**config.mk**
```make
export PLATFORM = sky130hd
export DESIGN_NAME = vga_sync_gen
export DESIGN_NICKNAME = d
export VERILOG_FILES = /design/src/rtl/vga_sync_gen.sv
export SDC_FILE = /design/constraint.sdc
export NUM_CORES = 1
export LEC_CHECK = 0
export CAP_MARGIN = 20
export CORE_MARGIN = 2
export CORE_UTILIZATION = 45
export CTS_CLUSTER_SIZE = 10
export DETAILED_ROUTE_END_ITERATION = 8
export DONT_BUFFER_PORTS = 1
export GPL_TIMING_DRIVEN = 0
export SYNTH_ARGS = -nofsm -noshare
export SYNTH_HDL_FRONTEND = slang
export SYNTH_SLANG_ARGS = --single-unit
```
**constraint.sdc**
```tcl
create_clock -name clk -period 5.8 [get_ports clk]
set_input_delay 0.58 -clock clk [delete_from_list [all_inputs] [get_ports clk]]
set_output_delay 0.58 -clock clk [all_outputs]
set_load 0.005 [all_outputs]
```
**src/rtl/vga_sync_gen.sv**
```systemverilog
// rtl/vga_sync_gen.sv - VGA timing generator with registered sync, display-enable and line/frame pulses.
// Optional feature macro: VGA_SYNC_INTDIV_EN (internal divide-by-two advance enable instead of pix_en).
module vga_sync_gen #(
  parameter int H_ACTIVE = 640,
  parameter int H_FP     = 16,
  parameter int H_SYNC   = 96,
  parameter int H_BP     = 48,
  parameter int V_ACTIVE = 480,
  parameter int V_FP     = 10,
  parameter int V_SYNC   = 2,
  parameter int V_BP     = 33,
  parameter int SYNC_POL = 0
) (
  input  logic       clk,
  input  logic       reset,
  input  logic       pix_en,
  output logic       hsync,
  output logic       vsync,
  output logic       de,
  output logic [9:0] x,
  output logic [9:0] y,
  output logic       line_start,
  output logic       frame_start
);

  localparam int H_TOTAL = H_ACTIVE + H_FP + H_SYNC + H_BP;
  localparam int V_TOTAL = V_ACTIVE + V_FP + V_SYNC + V_BP;

  localparam logic [9:0] H_LAST    = 10'(H_TOTAL - 1);
  localparam logic [9:0] V_LAST    = 10'(V_TOTAL - 1);
  localparam logic [9:0] H_ACT_END = 10'(H_ACTIVE);
  localparam logic [9:0] V_ACT_END = 10'(V_ACTIVE);
  localparam logic [9:0] H_SYN_BEG = 10'(H_ACTIVE + H_FP);
  localparam logic [9:0] H_SYN_END = 10'(H_ACTIVE + H_FP + H_SYNC);
  localparam logic [9:0] V_SYN_BEG = 10'(V_ACTIVE + V_FP);
  localparam logic [9:0] V_SYN_END = 10'(V_ACTIVE + V_FP + V_SYNC);
  localparam logic       SYNC_ON   = 1'(SYNC_POL);

  logic [9:0] h_cnt_q, h_cnt_d;
  logic [9:0] v_cnt_q, v_cnt_d;
  logic [9:0] x_q, x_d;
  logic [9:0] y_q, y_d;
  logic       de_q, de_d;
  logic       hsync_q, hsync_d;
  logic       vsync_q, vsync_d;
  logic       line_start_q, line_start_d;
  logic       frame_start_q, frame_start_d;
  logic       adv;

`ifdef VGA_SYNC_INTDIV_EN
  logic div_q, div_d;
  logic unused_pix_en;

  assign unused_pix_en = pix_en;
  assign div_d         = ~div_q;
  // Advancing on the pre-toggle value puts the first advance on the second edge after reset.
  assign adv           = div_q;

  always_ff @(posedge clk or negedge reset) begin
    if (!reset) div_q <= 1'b0;
    else        div_q <= div_d;
  end
`else
  assign adv = pix_en;
`endif

  // Outputs are computed from the next counter values so they land on the same edge as the counts.
  always_comb begin
    h_cnt_d       = h_cnt_q;
    v_cnt_d       = v_cnt_q;
    x_d           = x_q;
    y_d           = y_q;
    de_d          = de_q;
    hsync_d       = hsync_q;
    vsync_d       = vsync_q;
    line_start_d  = 1'b0;
    frame_start_d = 1'b0;
    if (adv) begin
      if (h_cnt_q == H_LAST) begin
        h_cnt_d = '0;
        v_cnt_d = (v_cnt_q == V_LAST) ? '0 : v_cnt_q + 10'd1;
      end else begin
        h_cnt_d = h_cnt_q + 10'd1;
      end
      x_d           = h_cnt_d;
      y_d           = v_cnt_d;
      de_d          = (h_cnt_d < H_ACT_END) && (v_cnt_d < V_ACT_END);
      hsync_d       = ((h_cnt_d >= H_SYN_BEG) && (h_cnt_d < H_SYN_END)) ? SYNC_ON : ~SYNC_ON;
      vsync_d       = ((v_cnt_d >= V_SYN_BEG) && (v_cnt_d < V_SYN_END)) ? SYNC_ON : ~SYNC_ON;
      line_start_d  = (h_cnt_d == '0);
      frame_start_d = (h_cnt_d == '0) && (v_cnt_d == '0);
    end
  end

  always_ff @(posedge clk or negedge reset) begin
    if (!reset) begin
      h_cnt_q       <= H_LAST;
      v_cnt_q       <= V_LAST;
      x_q           <= '0;
      y_q           <= '0;
      de_q          <= 1'b0;
      hsync_q       <= ~SYNC_ON;
      vsync_q       <= ~SYNC_ON;
      line_start_q  <= 1'b0;
      frame_start_q <= 1'b0;
    end else begin
      h_cnt_q       <= h_cnt_d;
      v_cnt_q       <= v_cnt_d;
      x_q           <= x_d;
      y_q           <= y_d;
      de_q          <= de_d;
      hsync_q       <= hsync_d;
      vsync_q       <= vsync_d;
      line_start_q  <= line_start_d;
      frame_start_q <= frame_start_d;
    end
  end

  assign hsync       = hsync_q;
  assign vsync       = vsync_q;
  assign de          = de_q;
  assign x           = x_q;
  assign y           = y_q;
  assign line_start  = line_start_q;
  assign frame_start = frame_start_q;

endmodule
```
# ---- Yosys cells after proc, flatten, opt, wreduce, memory -nomap -nowiden
# Cells that the tools add are included.
dict set report op_classes {
  n_mux 9
  n_lt_le_gt_ge 6
  n_addsub 2
  n_reduce_logical 6
  n_eq_ne 2
}
# cell count
set op_table {}
lappend op_table {{two-way mux 10 bit} 5}
lappend op_table {{adder 10 x 1 -> 10 bit (second input constant)} 2}
lappend op_table {{equality test 10 bit (second input constant)} 2}
lappend op_table {{zero test 10 bit} 2}
lappend op_table {{less-than comparator 10 bit (second input constant)} 2}
lappend op_table {{less-than comparator 10 x 9 -> 1 bit (second input constant)} 2}
lappend op_table {{>= comparator 10 bit (second input constant)} 1}
lappend op_table {{>= comparator 10 x 9 -> 1 bit (second input constant)} 1}
lappend op_table {{logical AND 1 bit} 4}
lappend op_table {{two-way mux 1 bit} 4}
dict set report totals {
  word_cells 34
  register_bits 45
  input_bits 3
  out_inout_bits 25
}

# ---- Longest topological paths before layout
dict set report logic_depth {
  word_depth 7
  depth_mapped 9
  mapped_depth_nobuf 8
}

# ---- Worst setup path before layout
# OpenSTA, ideal clock, no wires.
dict set report synth_path {
  kind {reg-to-reg}
  from {register h_cnt_q[0]}
  to {register vsync_q (netlist: vsync)}
  t_arrival_ns 2.309
  setup_ns 0.086
  synth_period_minus_slack_ns 2.396
  path_stages_with_launch 7
  n_path_buf 1
  path_slack_ns 3.404
  t_required_ns 5.714
  path_cell_list {dfstp_2 > ha_1 > nand4_4 > or4_4 > buf_6 > o31a_1 > o41a_1}
}
dict set report synth_via {
  elab_chain_cells 6
  elab_cells_between_ends 7
  classes_between {order compare: 2; eq/ne: 1; mux: 3; reduce/logical: 1}
}
# element line
set synth_rtl {}
lappend synth_rtl {{from (decl)} 39} ;# logic [9:0] h_cnt_q, h_cnt_d;
lappend synth_rtl {{from (signal assigned)} 107} ;# h_cnt_q <= h_cnt_d;
lappend synth_rtl {{equality test 10 bit *} 79} ;# if (h_cnt_q == H_LAST) begin
lappend synth_rtl {{two-way mux 10 bit *} 79}
lappend synth_rtl {{two-way mux 10 bit *} 78} ;# if (adv) begin
lappend synth_rtl {{>= comparator 10 x 9 -> 1 bit or less-than comparator 10 x 9 -> 1 bit (tied branches)} 89} ;# vsync_d = ((v_cnt_d >= V_SYN_BEG) && (v_cnt_d < V_SYN_END)) ? SYNC_ON : ~SYNC_ON;
lappend synth_rtl {{logical AND 1 bit *} 89}
lappend synth_rtl {{two-way mux 1 bit *} 89}
lappend synth_rtl {{to (signal assigned)} 103} ;# vsync_q <= ~SYNC_ON;
lappend synth_rtl {{to (signal assigned)} 113} ;# vsync_q <= vsync_d;
lappend synth_rtl {{to (decl)} 45} ;# logic vsync_q, vsync_d;
# Mark *: on every way between the ends. The rest lies on a longest branch, timed or not. The select of a mux whose other input is x is not followed.
# A chain may end at the register's enable or synchronous reset.

# ---- Worst setup path in the final report
dict set report layout_path {
  from {register h_cnt_q[0]}
  to {register frame_start_q (netlist: frame_start)}
}
dict set report layout_via {
  elab_chain_cells 6
  elab_cells_between_ends 10
  classes_between {add/sub: 1; eq/ne: 1; mux: 5; reduce/logical: 3}
}
# element line
set layout_rtl {}
lappend layout_rtl {{adder 10 x 1 -> 10 bit or equality test 10 bit (tied branches)} {83, 79}}
lappend layout_rtl {{two-way mux 10 bit} 79}
lappend layout_rtl {{two-way mux 10 bit} 78}
lappend layout_rtl {{zero test 10 bit} 91} ;# frame_start_d = (h_cnt_d == '0) && (v_cnt_d == '0);
lappend layout_rtl {{logical AND 1 bit *} 91}
lappend layout_rtl {{two-way mux 1 bit *} 78}
lappend layout_rtl {{named net frame_start_d} 47} ;# logic frame_start_q, frame_start_d;
lappend layout_rtl {{to (signal assigned)} 115} ;# frame_start_q <= frame_start_d;
lappend layout_rtl {{to (decl)} 47}
# Mark *: on every way through the listed nets, which the timed path passes. The rest lies on a longest branch. The select of a mux whose other input is x is not followed.

==> impl_metrics.csv <==
group,metric,value,unit
run_status,status,"finished clean",
die,io_pins,28,
die,die_area,5600,um2
drt,drtIter0Drc,112,
timing,min_period,2860,ps
pwr,power,0.660,mW
drt,ant_nets,0,
layout,finalNetCount,271,
worst_setup_path,crit_buf_inv,0,
worst_setup_path,worstSetupPathType,"reg -> reg",
worst_setup_path,path_cells,"ha_1 > nand4_4 > nor4_2 > nor2_1 > nor3b_1 > nand3_1 > nor4_1",
synth,synth_area_leaders,"dfrtp_1 25%, dfstp_2 14%, xnor2_1 5.0%, o21ai_0 4.7%, buf_4 3.7%",
timing,finClkSkew,10.1,ps
global_routing,grt_max_degree,24,
synth,synthesis.nets,263,
place,port-buffer-count,0,
global_routing,gr-total-overflow,0,
die,row_count,25,
timing,fin_crit_sh,49.3,%
timing,drv_slew,0,
timing,max_freq,350,MHz
timing,whs,80.1,ps
timing,worst_slew_pin_slew,810,ps
clocking,cts_buffer_depth,2,
drt,wl,5350,um
clocking,clkTransAtPathRegs,90,ps
worst_setup_path,cp_slowest_cell,"nor4_2",
worst_setup_path,cp_max_fo,9,
drt,wl_per_cell,16.1,um
clocking,cts_sinks,35,
die,die_y,74.8,um
timing,setup_tns,0,ps
global_routing,groute.layer.met1.usage,32.5,%
worst_setup_path,rr_worst_depth,7,
global_routing,grt.busiest_layer,"met1",
pwr,ir_drop,0.161,mV
global_routing,met2_usage,28.8,%
worst_hold_path,hp-class,"in -> async",
synth,ys_seq_elements,35,
clocking,cts_setup_buffers,0,
timing,hold_viol,0,
place,post-dp-hpwl,3640,um
die,die_x,74.8,um
worst_setup_path,cp.required,5990,ps
synth,synth-simple-area-share,23.8,%
global_routing,grt_pass1_wl,8570,um
layout,n_fill_cell,458,
pwr,power_density,269,nW/um2
clocking,cts_tree,"built",
timing,setup_violations,0,
drt,vias_per_cell,5.52,
place,place.gp.congestion,0.859,
clocking,cts-buffers-inserted,5,
synth,synth_compound_gate_area_share,15.4,%
synth,avgSynthCellArea,8.78,um2
synth,synth_xor_area_share,7.76,%
global_routing,grt.met3_usage,4.28,%
drt,dr.pass1.iters,4,
synth,synth_top_cell_by_area,"dfrtp_1",
synth,synth.top_cell.area_share,25.5,%
die,initial_core_util,47.2,%
synth,netlist_instances,257,
layout,drive_gt1_share,19.9,%
worst_setup_path,cp_num_cells,7,
synth,synth_mux_area_share,1.83,%
synth,ys.flop_type,"dfrtp_1",
global_routing,grt_pass1_vias,1621,
worst_setup_path,r2r_slack,2940,ps
synth,synth-edff-count,0,
synth,synth_cell_types,53,
global_routing,track_usage,20.8,%
synth,async_flop_share,100,%
synth,synth_fa_ha_area_share,1.66,%
timing,rsz0062_at_grt,"no",
synth,yosysSeqAreaShare,39.5,%
die,core,4790,um2
worst_setup_path,critPathLaunchType,"flop",
layout,num_antenna_cells,0,
worst_setup_path,cp.arrival,3050,ps
run,maxCapViolations,0,
worst_setup_path,crit_family,"simple AND/OR/NAND/NOR gates",
clocking,worstSkewPairLatency,300,ps
synth,syn-cell-area,2260,um2
clocking,cts.repair.resized,0,
timing,slew-limit-headroom,45.6,%
synth,ys_warn_count,0,
worst_setup_path,critPathMaxStageDelay,710,ps
clocking,root_buffer,"clkbuf_8",
clocking,htreeDepth,2,
global_routing,antenna_found_initial,0,
drt,vias,1839,
worst_setup_path,endpoint_kind,"flop",
drt,drcViolationCount,0,
synth,synth_top_family_by_area,"simple AND/OR/NAND/NOR gates",
layout,area_delta_synth_final,8.76,%
pwr,p_leak,0.949,nW
==> state kept, by name, indices dropped and copies added (netlist names) <==
| signal | flops |
|---|---|
| de | 1 |
| frame_start | 1 |
| h_cnt_q | 10 |
| hsync | 1 |
| line_start | 1 |
| v_cnt_q | 10 |
| vsync | 1 |
| x | 7 |
| y | 3 |
==> metrics by stage <==
stage          worst slack, ps  util (%)  instances  cell area [um2]
2_1_floorplan             3400         -        257             2260
3_3_place_gp              2970      48.9        324             2340
3_5_place_dp              3000      48.9        324             2340
4_1_cts                   2960      51.3        333             2450
5_1_grt                   2690      51.3        333             2450
6_report                  2940      51.3        333             2450
==> cell type report <==
type	instances	area, um2	share of cell area, %
Sequential cell	35	891	36.3
Inverter	14	52.6	2.14
Tap cell	67	83.8	3.41
Clock buffer	5	68.8	2.80
Multi-Input combinational cell	177	1140	46.4
Buffer	31	175	7.14
Timing Repair Buffer	1	20.0	0.815
Clock inverter	3	25.0	1.02
==> cell usage after synthesis (2+ instances only) <==
library cell  count
nor4_1            4
o22ai_1           3
nand3_1          10
and2_1            2
or3_1             3
xnor2_1          13
or3b_2            2
nor4_2            4
buf_2             7
a21oi_1           9
mux2i_1           3
dfstp_2          12
nand2_1          20
nor2_1           20
a31oi_1           8
dfrtp_1          23
nand3b_1          2
ha_1              3
or2_2             2
nand4b_1          3
nor3_1            5
buf_4            11
inv_1            14
nand2b_1          3
o21ai_0          21
xor2_1            7
o31ai_1           3
o21ai_1           2
nand4_1           4
clkbuf_1         10
and3_1            2
==> final timing paths <==
check | start | to
max in group asynchronous | reset | line_start
worst max register to register | h_cnt_q[0] | frame_start
worst min-delay path | reset | y[9]
worst max-delay path | h_cnt_q[0] | frame_start
min in group clk | h_cnt_q[0] | h_cnt_q[0]
worst min register to register | h_cnt_q[0] | h_cnt_q[0]
==> kinds of logic (layout without fill, tap and decap cells) <==
family                   Yosys count  in the layout
AND/OR/NAND/NOR                   93             93
adder cells (fa/ha/maj)            3              3
AO/OA/AOI/OAI                     57             57
buffers and inverters             45             54
XOR/XNOR                          20             20
flip-flops                        35             35
multiplexers                       4              4
==> cells in the final DEF (no fill, tap or decap), types with 9 or more instances in the layout <==
| cell type | n |
|---|---|
| dfrtp_1 | 23 |
| o21ai_0 | 21 |
| nand2_1 | 20 |
| nor2_1 | 20 |
| inv_1 | 14 |
| xnor2_1 | 13 |
| dfstp_2 | 12 |
| buf_4 | 11 |
| clkbuf_1 | 10 |
| nand3_1 | 10 |
| a21oi_1 | 9 |
==> per-layer routing <==
layer,share of wire (%),vias up
met2,43,55
met1,50,871
li1,-,907
met3,4.9,6
met5,0,-
met4,1.4,0
==> power by group <==
group	total [mW]	switching, mW	internal (mW)
Combinational	0.153	0.0927	0.0604
Sequential	0.317	0.0281	0.289
Clock	0.190	0.104	0.0859
Total	0.660	0.225	0.436
==> repair_timing <==
action | 4_1_cts | 5_1_grt
endpoints found under the hold margin | 23 | 0
hold buffers | 1 | 0
endpoints found under the setup margin | 0 | 0
Power figures use the tool's default switching activity.
